`src/rtl/lane_arbiter_scheduler_if.sv`:
```
// Two-lane write side plus the arbitrated valid/ready output path of lane_arbiter_scheduler.
interface lane_arbiter_scheduler_if #(
    parameter int unsigned DATA_W = 8
);
    logic [DATA_W-1:0] data_in_0;
    logic              valid_in_0;
    logic [DATA_W-1:0] data_in_1;
    logic              valid_in_1;
    logic              ready_in;
    logic              full_0;
    logic              full_1;
    logic              drop_0;
    logic              drop_1;
    logic [DATA_W-1:0] data_out;
    logic              valid_out;
    logic              lane_out;

    modport master (
        output data_in_0, valid_in_0, data_in_1, valid_in_1, ready_in,
        input  full_0, full_1, drop_0, drop_1, data_out, valid_out, lane_out
    );

    modport slave (
        input  data_in_0, valid_in_0, data_in_1, valid_in_1, ready_in,
        output full_0, full_1, drop_0, drop_1, data_out, valid_out, lane_out
    );
endinterface

```
`src/rtl/lane_arbiter_scheduler.sv`:
```
// Two per-lane FIFOs drained round-robin into one registered valid/ready output stage.
// lane_out tags which lane each delivered word came from.
module lane_arbiter_scheduler #(
    parameter int unsigned DATA_W     = 8,
    parameter int unsigned FIFO_DEPTH = 4,
    parameter int unsigned ADDR_W     = 2
) (
    input  logic                      clk8f,
    input  logic                      reset,
    lane_arbiter_scheduler_if.slave   bus
);
    localparam int unsigned CNT_W = ADDR_W + 1;

    typedef enum logic {IDLE, BUSY} state_t;

    state_t            state;
    state_t            state_nxt;
    logic [DATA_W-1:0] mem [2][FIFO_DEPTH];
    logic [ADDR_W-1:0] wr_ptr [2];
    logic [ADDR_W-1:0] rd_ptr [2];
    logic [CNT_W-1:0]  count [2];
    logic [CNT_W-1:0]  count_nxt [2];
    logic [1:0]        full;
    logic [1:0]        drop;
    logic [1:0]        valid_in_c;
    logic [DATA_W-1:0] data_in_c [2];
    logic [1:0]        push_c;
    logic [1:0]        pop_c;
    logic [1:0]        nonempty_c;
    logic              grant_c;
    logic              load_c;
    logic              last_grant;
    logic [DATA_W-1:0] data_out;
    logic              valid_out;
    logic              lane_out;

    assign valid_in_c   = {bus.valid_in_1, bus.valid_in_0};
    assign data_in_c[0] = bus.data_in_0;
    assign data_in_c[1] = bus.data_in_1;

    assign bus.full_0    = full[0];
    assign bus.full_1    = full[1];
    assign bus.drop_0    = drop[0];
    assign bus.drop_1    = drop[1];
    assign bus.data_out  = data_out;
    assign bus.valid_out = valid_out;
    assign bus.lane_out  = lane_out;

    // Arbitration, next state and FIFO bookkeeping; full gates pushes using the pre-edge count.
    always_comb begin
        state_nxt  = state;
        grant_c    = 1'b0;
        load_c     = 1'b0;
        push_c     = 2'b00;
        pop_c      = 2'b00;
        nonempty_c = 2'b00;
        for (int i = 0; i < 2; i++) begin
            nonempty_c[i] = (count[i] != '0);
        end

        if (nonempty_c == 2'b11) begin
            grant_c = ~last_grant;
        end else begin
            grant_c = nonempty_c[1];
        end
        load_c = (|nonempty_c) && ((state == IDLE) || bus.ready_in);

        case (state)
            IDLE:    if (load_c) state_nxt = BUSY;
            BUSY:    if (bus.ready_in && !load_c) state_nxt = IDLE;
            default: state_nxt = IDLE;
        endcase

        for (int i = 0; i < 2; i++) begin
            push_c[i]    = valid_in_c[i] & ~full[i];
            pop_c[i]     = load_c & (grant_c == 1'(i));
            count_nxt[i] = count[i] + CNT_W'(push_c[i]) - CNT_W'(pop_c[i]);
        end
    end

    // FIFO storage is not reset; only counts and pointers define its contents.
    always_ff @(posedge clk8f) begin
        for (int i = 0; i < 2; i++) begin
            if (push_c[i]) mem[i][wr_ptr[i]] <= data_in_c[i];
        end
    end

    always_ff @(posedge clk8f or negedge reset) begin
        if (!reset) begin
            state      <= IDLE;
            data_out   <= '0;
            valid_out  <= 1'b0;
            lane_out   <= 1'b0;
            last_grant <= 1'b1;
            full       <= 2'b00;
            drop       <= 2'b00;
            for (int i = 0; i < 2; i++) begin
                count[i]  <= '0;
                wr_ptr[i] <= '0;
                rd_ptr[i] <= '0;
            end
        end else begin
            state <= state_nxt;
            for (int i = 0; i < 2; i++) begin
                count[i] <= count_nxt[i];
                full[i]  <= (count_nxt[i] == CNT_W'(FIFO_DEPTH));
                drop[i]  <= valid_in_c[i] & full[i];
                if (push_c[i]) wr_ptr[i] <= wr_ptr[i] + ADDR_W'(1);
                if (pop_c[i])  rd_ptr[i] <= rd_ptr[i] + ADDR_W'(1);
            end

            if (load_c) begin
                data_out   <= mem[grant_c][rd_ptr[grant_c]];
                lane_out   <= grant_c;
                valid_out  <= 1'b1;
                last_grant <= grant_c;
            end else if ((state == BUSY) && bus.ready_in) begin
                valid_out  <= 1'b0;
            end
        end
    end
endmodule
```
`src/flat_wrapper.sv`:
```
// flat-port wrapper written by rule: the top's interface ports become plain ports
module lane_arbiter_scheduler_flat 
#(
    parameter int unsigned DATA_W     = 8,
    parameter int unsigned FIFO_DEPTH = 4,
    parameter int unsigned ADDR_W     = 2
)
  (clk8f, reset, bus_data_in_0, bus_valid_in_0, bus_data_in_1, bus_valid_in_1, bus_ready_in, bus_full_0, bus_full_1, bus_drop_0, bus_drop_1, bus_data_out, bus_valid_out, bus_lane_out);
  lane_arbiter_scheduler_if #(.DATA_W(DATA_W)) bus_i ();
  input  logic clk8f;
  input  logic reset;
  input wire logic [$bits(bus_i.data_in_0)-1:0] bus_data_in_0;
  input wire logic [$bits(bus_i.valid_in_0)-1:0] bus_valid_in_0;
  input wire logic [$bits(bus_i.data_in_1)-1:0] bus_data_in_1;
  input wire logic [$bits(bus_i.valid_in_1)-1:0] bus_valid_in_1;
  input wire logic [$bits(bus_i.ready_in)-1:0] bus_ready_in;
  output wire logic [$bits(bus_i.full_0)-1:0] bus_full_0;
  output wire logic [$bits(bus_i.full_1)-1:0] bus_full_1;
  output wire logic [$bits(bus_i.drop_0)-1:0] bus_drop_0;
  output wire logic [$bits(bus_i.drop_1)-1:0] bus_drop_1;
  output wire logic [$bits(bus_i.data_out)-1:0] bus_data_out;
  output wire logic [$bits(bus_i.valid_out)-1:0] bus_valid_out;
  output wire logic [$bits(bus_i.lane_out)-1:0] bus_lane_out;
  assign bus_i.data_in_0 = bus_data_in_0;
  assign bus_i.valid_in_0 = bus_valid_in_0;
  assign bus_i.data_in_1 = bus_data_in_1;
  assign bus_i.valid_in_1 = bus_valid_in_1;
  assign bus_i.ready_in = bus_ready_in;
  assign bus_full_0 = bus_i.full_0;
  assign bus_full_1 = bus_i.full_1;
  assign bus_drop_0 = bus_i.drop_0;
  assign bus_drop_1 = bus_i.drop_1;
  assign bus_data_out = bus_i.data_out;
  assign bus_valid_out = bus_i.valid_out;
  assign bus_lane_out = bus_i.lane_out;
  lane_arbiter_scheduler #(.DATA_W(DATA_W), .FIFO_DEPTH(FIFO_DEPTH), .ADDR_W(ADDR_W)) u_core (.clk8f(clk8f), .reset(reset), .bus(bus_i));
endmodule
```
`config.mk`:
```
export PLATFORM = sky130hd
export DESIGN_NAME = lane_arbiter_scheduler_flat
export DESIGN_NICKNAME = d
export VERILOG_FILES = /design/src/rtl/lane_arbiter_scheduler_if.sv /design/src/rtl/lane_arbiter_scheduler.sv /design/src/flat_wrapper.sv
export SDC_FILE = /design/constraint.sdc
export NUM_CORES = 1
export LEC_CHECK = 0
export ABC_AREA = 1
export BUFFER_PORTS_ARGS = -buffer_cell sky130_fd_sc_hd__buf_2
export CAP_MARGIN = 25
export CORE_MARGIN = 3
export CORE_UTILIZATION = 50
export DETAILED_ROUTE_END_ITERATION = 8
export HOLD_SLACK_MARGIN = 0.03
export PLACE_DENSITY = 0.68
export SYNTH_ARGS = -nofsm -noshare
export SYNTH_HDL_FRONTEND = slang
export SYNTH_SLANG_ARGS = --single-unit
export TNS_END_PERCENT = 50
```
`constraint.sdc`:
```
create_clock -name clk8f -period 3.6 [get_ports clk8f]
set_input_delay 0.36 -clock clk8f [delete_from_list [all_inputs] [get_ports clk8f]]
set_output_delay 0.36 -clock clk8f [all_outputs]
set_load 0.05 [all_outputs]
```
Word-level counts from Yosys, hierarchy flattened
Memories as Yosys holds them, arrays and structs flattened.
Index checks and enable logic that the tools add are counted.
{ "word_totals": {"ram_bits": 64, "reg_bits": 30, "in_bits": 21, "n_memories": 1, "elab_cells": 77, "output_inout_bits": 14} }
{ "memory_table": {"columns": ["name", "depth", "word_bits", "rd", "rd_ports_with_merged_regs", "wr", "line_no", "source"], "rows": [
  ["u_core.mem", 2, 32, 1, 0, 2, "lane_arbiter_scheduler.sv:18", "logic [DATA_W-1:0] mem [2][FIFO_DEPTH];"]
]} }
{ "classes": {"n_lt_le_gt_ge": 6, "n_eq_ne": 3, "n_bitwise": 15, "n_addsub": 8, "n_mux": 20, "reduce_logical": 11} }
{ "op_table": {"columns": ["op", "count"], "rows": [
  ["$mux 32", 2],
  ["$demux 8 s2", 2],
  ["$mux 8", 4],
  ["$bmux 8 s2", 1],
  ["$ge 3x3->1 const B", 3],
  ["$not 2->3", 3],
  ["$add 2x1->2 const B", 4],
  ["$mux 1", 7],
  ["$add 3x1->3", 2],
  ["$and 1x1->1", 6],
  ["$eq 3x3->1 const B", 2],
  ["$lt 3x1->1 const B", 2],
  ["$mux 2", 3],
  ["$reduce_bool 3->1", 2],
  ["$sub 3x1->3", 2],
  ["$logic_and 1x1->1", 5],
  ["$not 1->1", 5],
  ["$eq 2x2->1 const B", 1],
  ["$ge 2x2->1 const B", 1],
  ["$not 1->2", 1],
  ["$pmux 1 s2", 1],
  ["$reduce_bool 2->1", 1],
  ["$reduce_or 2->1", 1],
  ["$logic_not 1->1", 1],
  ["$logic_or 1x1->1", 1]
]} }

Depth between registers and ports, before layout
{ "logic_depth": {"depth_word": 11, "mapped_depth": 15, "depth_no_buf": 14} }

Worst setup path after synthesis
No wires, ideal clock.
{ "synth_path": {"path_kind": "register -> register", "startpoint": "reg u_core.count[4] in the netlist's numbering", "endpoint": "reg u_core.full[0]", "setup_ps": 88, "n_path_buf": 1, "t_arrival_ps": 2432, "stages_incl_launch_ff": 15, "path_slack_ps": 1080, "required_ps": 3512, "synth_period_minus_slack_ps": 2520, "cell_sequence": "dfrtp_1 -> nor2_1 -> nand2_2 -> nand2_4 -> nand2_4 -> buf_4 -> inv_1 -> nor2_1 -> ha_1 -> inv_1 -> ha_1 -> fa_1 -> xnor2_1 -> xor2_1 -> nor3b_1"} }
{ "synth_lines": {"columns": ["item", "line_no", "source"], "rows": [
  ["start: declaration", "lane_arbiter_scheduler.sv:21", "logic [CNT_W-1:0] count [2];"],
  ["start signal: indexed assignment", "lane_arbiter_scheduler.sv:105", "count[i] <= count_nxt[i];"],
  ["end signal: indexed assignment", "lane_arbiter_scheduler.sv:106", "full[i] <= (count_nxt[i] == CNT_W'(FIFO_DEPTH));"],
  ["end: declaration", "lane_arbiter_scheduler.sv:23", "logic [1:0] full;"]
]} }

==> impl_results.md <==
- Final Slew Violations: 0
- Antenna Cells: 0
- Cell Area, Synth: 4160 um^2
- Post-Synthesis Cells: 402
- IO Port Bufs: 34
- Detail Placement HPWL: 5420 um
- Drt wl/cell: 14.7 um
- DRT iter0 DRCs: 157
- Initial antenna violation count: 0
- Vias per cell: 4.84
- CTS tree: done
- Multi-input logic area: 1280 um^2
- Syn_area_per_cell: 10.4 um^2
- Worst-case clock buffer depth: 2
- Flip-flop and latch area: 2670 um^2
- Skew-Pair Late Insertion Delay: 0.35 ns
- CTS Buf Count: 9
- Area share of the largest cell type after synthesis: 46.2%
- Core Util, Final: 58.5%
- # fillers: 672
- Antenna-violating nets left: 0
- Die Wd: 97.2 um
- Die ar.: 9450 um^2
- Residual overflow from global routing: 0
- Synth area leader: edfxtp_1
- Crit path kind: register to register
- Unrepaired setup endpoints after global routing: no
- PostCTS Resize Cnt: 0
- Initial core utilization: 52.8%
- Sw frac: 44.1%
- Design Power: 4.33 mW
- Net Switching: 1.91 mW
- Clock root buffer: clkbuf_8
- Reg power frac: 36.9%
- Tmin final: 2.86 ns
- Largest fanout on the critical path: 14
- Post-Route WL: 8030 um
- Reg-to-Reg End: u_core.full[1]
- Via count: 2643
- Clock Skew: 0.0140 ns
- Total clock sinks: 94
- Postcts setup bufs: 0
- Sequential area share after synthesis: 64.3%
- Power Density: 938 nW/um^2
- Worst Setup End Kind: register
- Hold WC Path Type: input port to async pin
- Site Rows: 32
- Part of the power in combinational logic: 47.3%
- Final hold violation count: 0
- Startpoint Class: register
- Share of layout cells above drive strength 1: 15.5%
- Clock network power share: 15.7%
- I/O pin count: 35
- GRT Total Usage: 18.3%
- Peak supply drop: 373 uV
- Cell variety after synth: 24
- Setup TNS: 0 ns
- Commonest non-fill, non-tap cell in the layout: nand2_1
- Die height: 97.2 um
- Global-route wire length before repair: 13500 um
- Slew @ Worst Pin: 1.00 ns
- Pre-Repair DR Iteration Count: 4
- Ratio of final minimum period to clock period: 79.5%
- Clock slew at reported path FFs: 0.09 ns
- P_int: 2.42 mW
- Post-synthesis register bit count: 94
- Synth warn: 0
- Max Cap Viol: 0
- Largest net degree at the start of global routing: 37
- Static leakage: 2.18 nW
- Hold_buf cts: 0
- Vias in the first global route: 2645
- Core ar.: 7890 um^2
- Worst Reg-to-Reg Cells: 14
- Critical Path AT: 3.12 ns
- P&R area growth vs syn: 10.9%
- R2R setup slack: 0.74 ns
- Syn nets: 437
- DRC Markers: 0
- Area contributors post-synth: edfxtp_1, dfrtp_1, nand2_1, nand3_1, ha_1
- GP Congestion: 0.783
- Final setup violation count: 0
- Worst rel slew slack: 32.8%
- Htree depth: 3
- CP required: 3.86 ns
- Reg-to-reg critical path startpoint: u_core.count[4]
- Status: completed
- Commonest non-fill, non-tap cells in the layout: nand2_1, edfxtp_1, buf_2
- FMAX: 0.350 GHz
- Worst hold slack: 0.0397 ns
- Nets: 474
[cells in the mapped netlist (all sizes together)]
cell type and number:
nand2 180, edfxtp 64, inv 34, nand3 34, dfrtp 29, nor2 18
ha 12, buf 11, xor2 6, o21ai 4, fa 2, nor3b 2
xnor2 2, clkbuf 1, dfstp 1, nand3b 1, o22ai 1
[state kept, by name, summed over array words and instances, names as in the netlist]
name	count
u_core.bus.lane_out	1
u_core.wr_ptr	4
u_core.bus.valid_out	1
u_core.rd_ptr	4
u_core.count	6
u_core.last_grant	1
u_core.bus.data_out	8
u_core.drop	2
u_core.full	2
u_core.mem	64
u_core.state	1
[critical path: stages (launching register included)]
cell and delay, ns:
dfrtp_1 0.41, nor2_1 0.15, nand2_2 0.09, o22ai_2 0.15
buf_4 0.22, inv_2 0.10, nand2_1 0.13, inv_2 0.06
ha_1 0.27, inv_1 0.04, ha_1 0.18, fa_1 0.38
xnor2_1 0.18, xor2_1 0.19, nor3b_1 0.21
[cell type report]
type	count	area share (%)
timing repair buffer	38	4.34
tap	102	2.77
multi-input combinational	262	27.8
clock inverter	2	0.298
sequential	94	57.9
inverter	34	2.77
clock buffer	14	4.04
[cell families after synthesis]
family	after synthesis	synth area share (%)
buffers and inverters	46	4.87
AOI/OAI and AO/OA	5	1.05
DFF	94	64.3
adders and majority gates	14	4.57
and+or+nand+nor	235	23.6
xor gates and xnor gates	8	1.68
[stage by stage]
step / instances / worst slack (ns) / instance area (um^2)
2_1_floorplan: 402 / 1.08 / 4160
3_3_place_gp: 529 / 0.879 / 4410
3_5_place_dp: 529 / 0.754 / 4410
4_1_cts: 545 / 0.717 / 4610
5_1_grt: 546 / 0.524 / 4610
6_report: 546 / 0.739 / 4610
[power by group through the flow]
stage	logic [mW]	registers, mW	clock network, mW
after global routing	2.33	1.63	0.753
after floorplan	1.45	1.78	0
final	2.05	1.60	0.681
after global placement	2.02	1.62	0
after CTS	2.07	1.60	0.687
after detailed placement	2.06	1.62	0
[per-layer routing]
layer / part of all wire, % / global-route usage, % / up-vias
met4: 1.2 / 4.15 / 0
met3: 4.8 / 5.31 / 9
met2: 47 / 28.6 / 51
met1: 47 / 25.6 / 1224
li1: - / - / 1359
met5: 0 / 0 / -
[worst max-delay path by stage]
stage / slack, ns / from / endpoint
after global placement: 0.88 / u_core.count[4] / u_core.full[1]
after CTS: 0.72 / u_core.count[4] / u_core.full[1]
after global routing: 0.52 / u_core.count[4] / u_core.full[1]
after detailed placement: 0.75 / u_core.count[4] / u_core.full[1]
final: 0.74 / u_core.count[4] / u_core.full[1]
after floorplan: 1.08 / u_core.count[4] / u_core.full[0]
(Power assumes the default switching activity.)
